[config.mk]
export PLATFORM = sky130hd
export DESIGN_NAME = mem_arbiter
export DESIGN_NICKNAME = d
export VERILOG_FILES = /design/src/rtl/mem_arbiter.sv
export SDC_FILE = /design/constraint.sdc
export NUM_CORES = 1
export LEC_CHECK = 0
export BUFFER_PORTS_ARGS = -buffer_cell sky130_fd_sc_hd__buf_2
export CORE_ASPECT_RATIO = 0.75
export CORE_MARGIN = 8
export CORE_UTILIZATION = 45
export CTS_BUF_LIST = sky130_fd_sc_hd__clkbuf_8
export CTS_CLUSTER_SIZE = 25
export DETAILED_ROUTE_END_ITERATION = 6
export PLACE_DENSITY_LB_ADDON = 0.12
export SKIP_LAST_GASP = 1
export SYNTH_ARGS = -nofsm -noshare
export SYNTH_HDL_FRONTEND = slang
export SYNTH_SLANG_ARGS = --single-unit
[constraint.sdc]
create_clock -name clk -period 2.95 [get_ports clk]
set_input_delay 0.295 -clock clk [delete_from_list [all_inputs] [get_ports clk]]
set_output_delay 0.295 -clock clk [all_outputs]
set_load 0.05 [all_outputs]
[src/rtl/mem_arbiter.sv]
// -----------------------------------------------------------------------------
// mem_arbiter
//
// Shares the single-port program/data RAM between the debug loader port and
// the CPU data port. Writes complete in the grant cycle; reads hold the
// arbiter in RD_WAIT for one cycle while the RAM returns the word. While a
// debug session is active the CPU is held in reset (cpu_run low) and its
// requests are ignored. Accesses outside the RAM window are acknowledged,
// flagged on err, never reach the RAM, and reads among them return zero.
//
// Parameters
//   BASE        byte address of RAM word 0
//   AW          RAM word-address width (RAM spans BASE .. BASE + 4*2^AW - 1)
//
// Ports
//   clk, reset              system clock, asynchronous active-high reset
//   dbg_session             debug loader owns the system, CPU held
//   dbg_req/adr/wren/wdata  debug request (wren == 0 means read)
//   dbg_ack                 one-cycle pulse when the debug access is issued
//   dbg_rvalid/rdata        debug read return (rdata held between reads)
//   cpu_*                   CPU port, same semantics as the debug port
//   cpu_run                 registered CPU reset release
//   mem_cs/adr/wren/wdata   RAM strobe, word address, byte enables, data
//   mem_rdata               RAM read data, valid the cycle after a read strobe
//   err                     one-cycle pulse on an out-of-range access
// -----------------------------------------------------------------------------
module mem_arbiter #(
    parameter logic [31:0] BASE = 32'h0,
    parameter int unsigned AW   = 15
) (
    input  logic          clk,
    input  logic          reset,

    input  logic          dbg_session,
    input  logic          dbg_req,
    input  logic [31:0]   dbg_adr,
    input  logic [3:0]    dbg_wren,
    input  logic [31:0]   dbg_wdata,
    output logic          dbg_ack,
    output logic          dbg_rvalid,
    output logic [31:0]   dbg_rdata,

    input  logic          cpu_req,
    input  logic [31:0]   cpu_adr,
    input  logic [3:0]    cpu_wren,
    input  logic [31:0]   cpu_wdata,
    output logic          cpu_ack,
    output logic          cpu_rvalid,
    output logic [31:0]   cpu_rdata,
    output logic          cpu_run,

    output logic          mem_cs,
    output logic [AW-1:0] mem_adr,
    output logic [3:0]    mem_wren,
    output logic [31:0]   mem_wdata,
    input  logic [31:0]   mem_rdata,

    output logic          err
);

    typedef enum logic {
        ST_IDLE,
        ST_RD_WAIT
    } state_t;

    typedef enum logic {
        PORT_CPU,
        PORT_DBG
    } port_t;

    // Registered state
    state_t      state_q,      state_d;
    port_t       last_grant_q, last_grant_d;
    port_t       owner_q,      owner_d;       // master waiting for read data
    logic        rd_err_q,     rd_err_d;      // pending read was out of range
    logic        cpu_run_q,    cpu_run_d;
    logic        quiet_q,      quiet_d;       // previous cycle was quiet
    logic [31:0] dbg_rdata_q,  dbg_rdata_d;
    logic [31:0] cpu_rdata_q,  cpu_rdata_d;

    // Grant-path signals
    logic        cpu_elig;
    logic        grant;
    logic        grant_dbg;
    logic [31:0] sel_word;
    logic [31:0] sel_off;
    logic [3:0]  sel_wren;
    logic [31:0] sel_wdata;
    logic        in_range;
    logic        is_read;
    logic        quiet_now;
    logic [31:0] rd_word;

    // Byte-offset bits of word-aligned addresses carry no information.
    logic        adr_lsb_unused;
    assign adr_lsb_unused = ^{dbg_adr[1:0], cpu_adr[1:0]};

    // -------------------------------------------------------------------------
    // Arbitration and RAM drive (combinational, only in IDLE)
    // -------------------------------------------------------------------------
    // NOTE: every signal assigned in an always_comb gets a default at the top,
    // so no path leaves it unassigned and no latch is inferred.
    always_comb begin
        cpu_elig  = cpu_req && !dbg_session && cpu_run_q;
        grant     = 1'b0;
        grant_dbg = 1'b0;

        // Grants are suppressed while reset is asserted so every output
        // shows its reset value even if requests are already present.
        if (state_q == ST_IDLE && !reset) begin
            if (dbg_req && cpu_elig) begin
                grant     = 1'b1;
                grant_dbg = (last_grant_q == PORT_CPU);
            end else if (dbg_req) begin
                grant     = 1'b1;
                grant_dbg = 1'b1;
            end else if (cpu_elig) begin
                grant     = 1'b1;
            end
        end

        sel_word  = grant_dbg ? {dbg_adr[31:2], 2'b00} : {cpu_adr[31:2], 2'b00};
        sel_wren  = grant_dbg ? dbg_wren  : cpu_wren;
        sel_wdata = grant_dbg ? dbg_wdata : cpu_wdata;
        sel_off   = sel_word - BASE;

        // Range check on the full 32-bit offset before truncating to AW bits;
        // shifting the offset avoids overflow in BASE + 4*2^AW.
        in_range  = (sel_word >= BASE) && ((sel_off >> (AW + 2)) == 32'd0);
        is_read   = (sel_wren == 4'h0);

        dbg_ack   = grant && grant_dbg;
        cpu_ack   = grant && !grant_dbg;
        err       = grant && !in_range;
        mem_cs    = grant && in_range;
        mem_adr   = mem_cs ? sel_off[AW+1:2] : '0;
        mem_wren  = mem_cs ? sel_wren  : 4'h0;
        mem_wdata = mem_cs ? sel_wdata : 32'h0;
    end

    // -------------------------------------------------------------------------
    // FSM next state, read return and CPU hold
    // -------------------------------------------------------------------------
    always_comb begin
        state_d      = state_q;
        last_grant_d = last_grant_q;
        owner_d      = owner_q;
        rd_err_d     = rd_err_q;
        dbg_rdata_d  = dbg_rdata_q;
        cpu_rdata_d  = cpu_rdata_q;
        dbg_rvalid   = 1'b0;
        cpu_rvalid   = 1'b0;

        // An absorbed out-of-range read returns zero, not whatever the RAM
        // happens to drive.
        rd_word = rd_err_q ? 32'h0 : mem_rdata;

        unique case (state_q)
            ST_IDLE: begin
                if (grant) begin
                    last_grant_d = grant_dbg ? PORT_DBG : PORT_CPU;
                    if (is_read) begin
                        state_d  = ST_RD_WAIT;
                        owner_d  = grant_dbg ? PORT_DBG : PORT_CPU;
                        rd_err_d = !in_range;
                    end
                end
            end
            ST_RD_WAIT: begin
                state_d = ST_IDLE;
                if (owner_q == PORT_DBG) begin
                    dbg_rvalid  = 1'b1;
                    dbg_rdata_d = rd_word;
                end else begin
                    cpu_rvalid  = 1'b1;
                    cpu_rdata_d = rd_word;
                end
            end
            default: state_d = ST_IDLE;
        endcase

        // Read data is presented in the rvalid cycle and then held.
        dbg_rdata = dbg_rdata_d;
        cpu_rdata = cpu_rdata_d;

        // The CPU is released only after two consecutive quiet cycles
        // (no session, arbiter idle, no debug request); a session drops it
        // the following cycle regardless of what the arbiter is doing.
        quiet_now = !dbg_session && (state_q == ST_IDLE) && !dbg_req;
        quiet_d   = quiet_now;
        cpu_run_d = !dbg_session && (cpu_run_q || (quiet_now && quiet_q));
    end

    assign cpu_run = cpu_run_q;

    // -------------------------------------------------------------------------
    // State registers
    // -------------------------------------------------------------------------
    // NOTE: sequential state uses non-blocking assignments so every flop
    // samples its _d value from the same edge, independent of statement order.
    always_ff @(posedge clk or posedge reset) begin
        if (reset) begin
            state_q      <= ST_IDLE;
            last_grant_q <= PORT_CPU;
            owner_q      <= PORT_CPU;
            rd_err_q     <= 1'b0;
            cpu_run_q    <= 1'b0;
            quiet_q      <= 1'b0;
            dbg_rdata_q  <= 32'h0;
            cpu_rdata_q  <= 32'h0;
        end else begin
            state_q      <= state_d;
            last_grant_q <= last_grant_d;
            owner_q      <= owner_d;
            rd_err_q     <= rd_err_d;
            cpu_run_q    <= cpu_run_d;
            quiet_q      <= quiet_d;
            dbg_rdata_q  <= dbg_rdata_d;
            cpu_rdata_q  <= cpu_rdata_d;
        end
    end

endmodule

==> qor.yml <==
grt_pass1_vias: 4704
yosysWarnings: 0
max_slew_margin_pct: 38.5
holdPathStages: 2
holdPathEnd: "cpu_run$_DFF_PP0_"
antenna_found_initial: 1
dp_hpwl_mm: 12.1
area_growth_pct: 38.4
dieArea_mm2: 0.0122
post-route-drc-count: 0
die_w_um: 125
status: "completed"
worstPathMaxFanout: 54
reg2reg_to: "rd_err_q$_DFFE_PP0P_"
power_density_mw_per_mm2: 676
slew_violations: 0
cts_root_buffer: "clkbuf_8"
hold_slack_ps: 141
drv_cap: 0
cts_made_buffers: 9
synth_seq_area_share_pct: 43.9
clock_path_buffers: 2
worst-r2r-cell-count: 5
period_needed_ps: 2770
worstPathRequired_ps: 2650
holdCritStartpoint: "dbg_session"
rows: 29
rsz0062_at_grt: "no"
r2r_slack_ps: 1130
total_power_mw: 3.74
syn_nets: 649
core_area_mm2: 0.00853
vdd_drop_max_mv: 0.578
power_switching_mw: 1.76
hp-class: "input pin to register"
post_cts_buffers: 0
p_int_mw: 1.98
fmax_mhz: 362
vias: 4590
fin_crit_sh_pct: 93.8
final.setup_skew_ps: 13.3
viasPerCell: 5.41
crit_start: "reset"
cts_tree: "done"
drive_gt1_share_pct: 44.0
arrival_ps: 2470
clk_pin_slew_ps: 80
swShare_pct: 47.1
gr-total-overflow: 0
utilization_pct: 64.8
grt_usage_pct: 24.6
port_buffers: 290
p_comb_share_pct: 45.5
syn-cell-area_mm2: 0.00399
gp_congestion: 0.799
initial_utilization_pct: 46.8
fin_cells: 849
numClockSinks: 70
diodes: 0
ant_nets: 0
dpl.cell_count: 833
hold_viol: 0
worst_pin_slew_ps: 922
setup_tns_ps: 0
crit_type: "input pin to output port"
grt_pass1_wl_mm: 24.8
end_kind: "output port"
first_iter_violations: 378
yosys_register_bits: 70
r2r_start: "state_q$_DFF_PP0_"
syn_avg_cell_area_um2: 8.39
clkLatencyLatePin_ps: 340
totalWireLength_mm: 15.5
drt-wirelength-per-cell_um: 18.2
synthDistinctLibCells: 36
synthCells: 476
dr.pass1.iters: 6
htreeDepth: 3
p_clk_share_pct: 19.7
p_leak_nw: 2.75
setup_violations: 0
fin_nets: 910
p_seq_share_pct: 34.7
io_pins: 295
grt_max_degree: 55
die_h_um: 97.6
cp-start-kind: "input pin"
[power groups by stage]
stage / Clock [mW] / Sequential, mW / Combinational, mW
after floorplan: 0 / 1.28 / 1.27
after global placement: 0 / 1.30 / 1.68
after detailed placement: 0 / 1.32 / 1.71
after CTS: 0.755 / 1.30 / 1.72
after global routing: 0.800 / 1.33 / 1.81
final: 0.738 / 1.30 / 1.70
[cell families after synthesis]
family	synth area share [%]
simple gates	30.3
mux	0.533
compound gates	15.3
flops	43.9
buf+inv	9.97
[stage by stage]
| step | area, um^2 | worst slack [ps] |
|---|---|---|
| after global routing | 5530 | 0.156 |
| after global placement | 5330 | 703 |
| final | 5530 | 184 |
| after CTS | 5530 | 187 |
| after detailed placement | 5330 | 669 |
| after floorplan | 3990 | 399 |
[cell type report]
class / instances / area, um^2
Fill cell: 746 / 3000
Multi-Input combinational cell: 350 / 1860
Sequential cell: 70 / 1750
Timing Repair Buffer: 301 / 1570
Tap cell: 108 / 135
Clock buffer: 9 / 124
Clock inverter: 6 / 62.6
Inverter: 5 / 23.8
[state kept, by name (all words and copies together), names as in the netlist]
register and cells:
last_grant_q 1, state_q 1, dbg_rdata_q 32, rd_err_q 1, cpu_rdata_q 32, cpu_run 1
quiet_q 1, owner_q 1
[synth_stat cells, drive strengths merged]
| master | number | area, um^2 |
|---|---|---|
| a21o | 1 | 7.51 |
| mux2i | 1 | 10.0 |
| a21oi | 53 | 269 |
| clkbuf | 29 | 120 |
| or4 | 2 | 18.8 |
| and4b | 1 | 10.0 |
| buf | 22 | 254 |
| and2 | 1 | 6.26 |
| and3b | 1 | 8.76 |
| dfrtp | 70 | 1750 |
| and4 | 1 | 8.76 |
| nand2b | 32 | 200 |
| nand4 | 51 | 319 |
| nand2 | 69 | 267 |
| o21ai | 66 | 334 |
| nor2 | 5 | 18.8 |
| nor3 | 3 | 15.0 |
| nor3b | 1 | 12.5 |
| nand3 | 52 | 260 |
| inv | 5 | 23.8 |
| nor2b | 2 | 20.0 |
| mux2 | 1 | 11.3 |
| nor4 | 6 | 37.5 |
| nand4b | 1 | 8.76 |
[worst max path at each step]
stage          cells after the start          end  slack (ps)
3_3_place_gp                       7   mem_adr[7]         700
6_report                           8          err         180
2_1_floorplan                      5  mem_adr[10]         400
3_5_place_dp                       7   mem_adr[7]         670
4_1_cts                            8          err         190
5_1_grt                            8          err         0.2
[critical path, stage by stage]
cell and delay (ps):
dlygate4sd3_1 550, buf_2 150, nor3b_2 290, nand2_4 100, inv_6 310, mux2i_1 310, nor2b_1 160, buf_2 290
[metal layers]
metal | up-vias | global-route usage (%) | wire, um
met5 | - | 0 | 12
met4 | 2 | 9.23 | 446
met3 | 35 | 9.00 | 1450
met2 | 214 | 42.0 | 7810
met1 | 2120 | 27.4 | 5740
li1 | 2219 | - | -
[cell usage in the layout (no fill, tap or decap), drive strengths merged]
master and n:
a21o 1, a21oi 53, and2 1, and3b 1, and4 1, and4b 1, buf 300, bufinv 1
clkbuf 9, clkinv 4, dfrtp 70, dlygate4sd3 1, inv 6, mux2 1, mux2i 1, nand2 69
nand2b 32, nand3 52, nand4 51, nand4b 1, nor2 5, nor2b 2, nor3 3, nor3b 1
nor4 6, o21ai 66, or4 2
[timing repair]
item                                   CTS  global route
endpoints found under the hold margin   19             0
hold buffers                             1             0
gates resized for setup                  0             0
(Power assumes the default switching activity.)
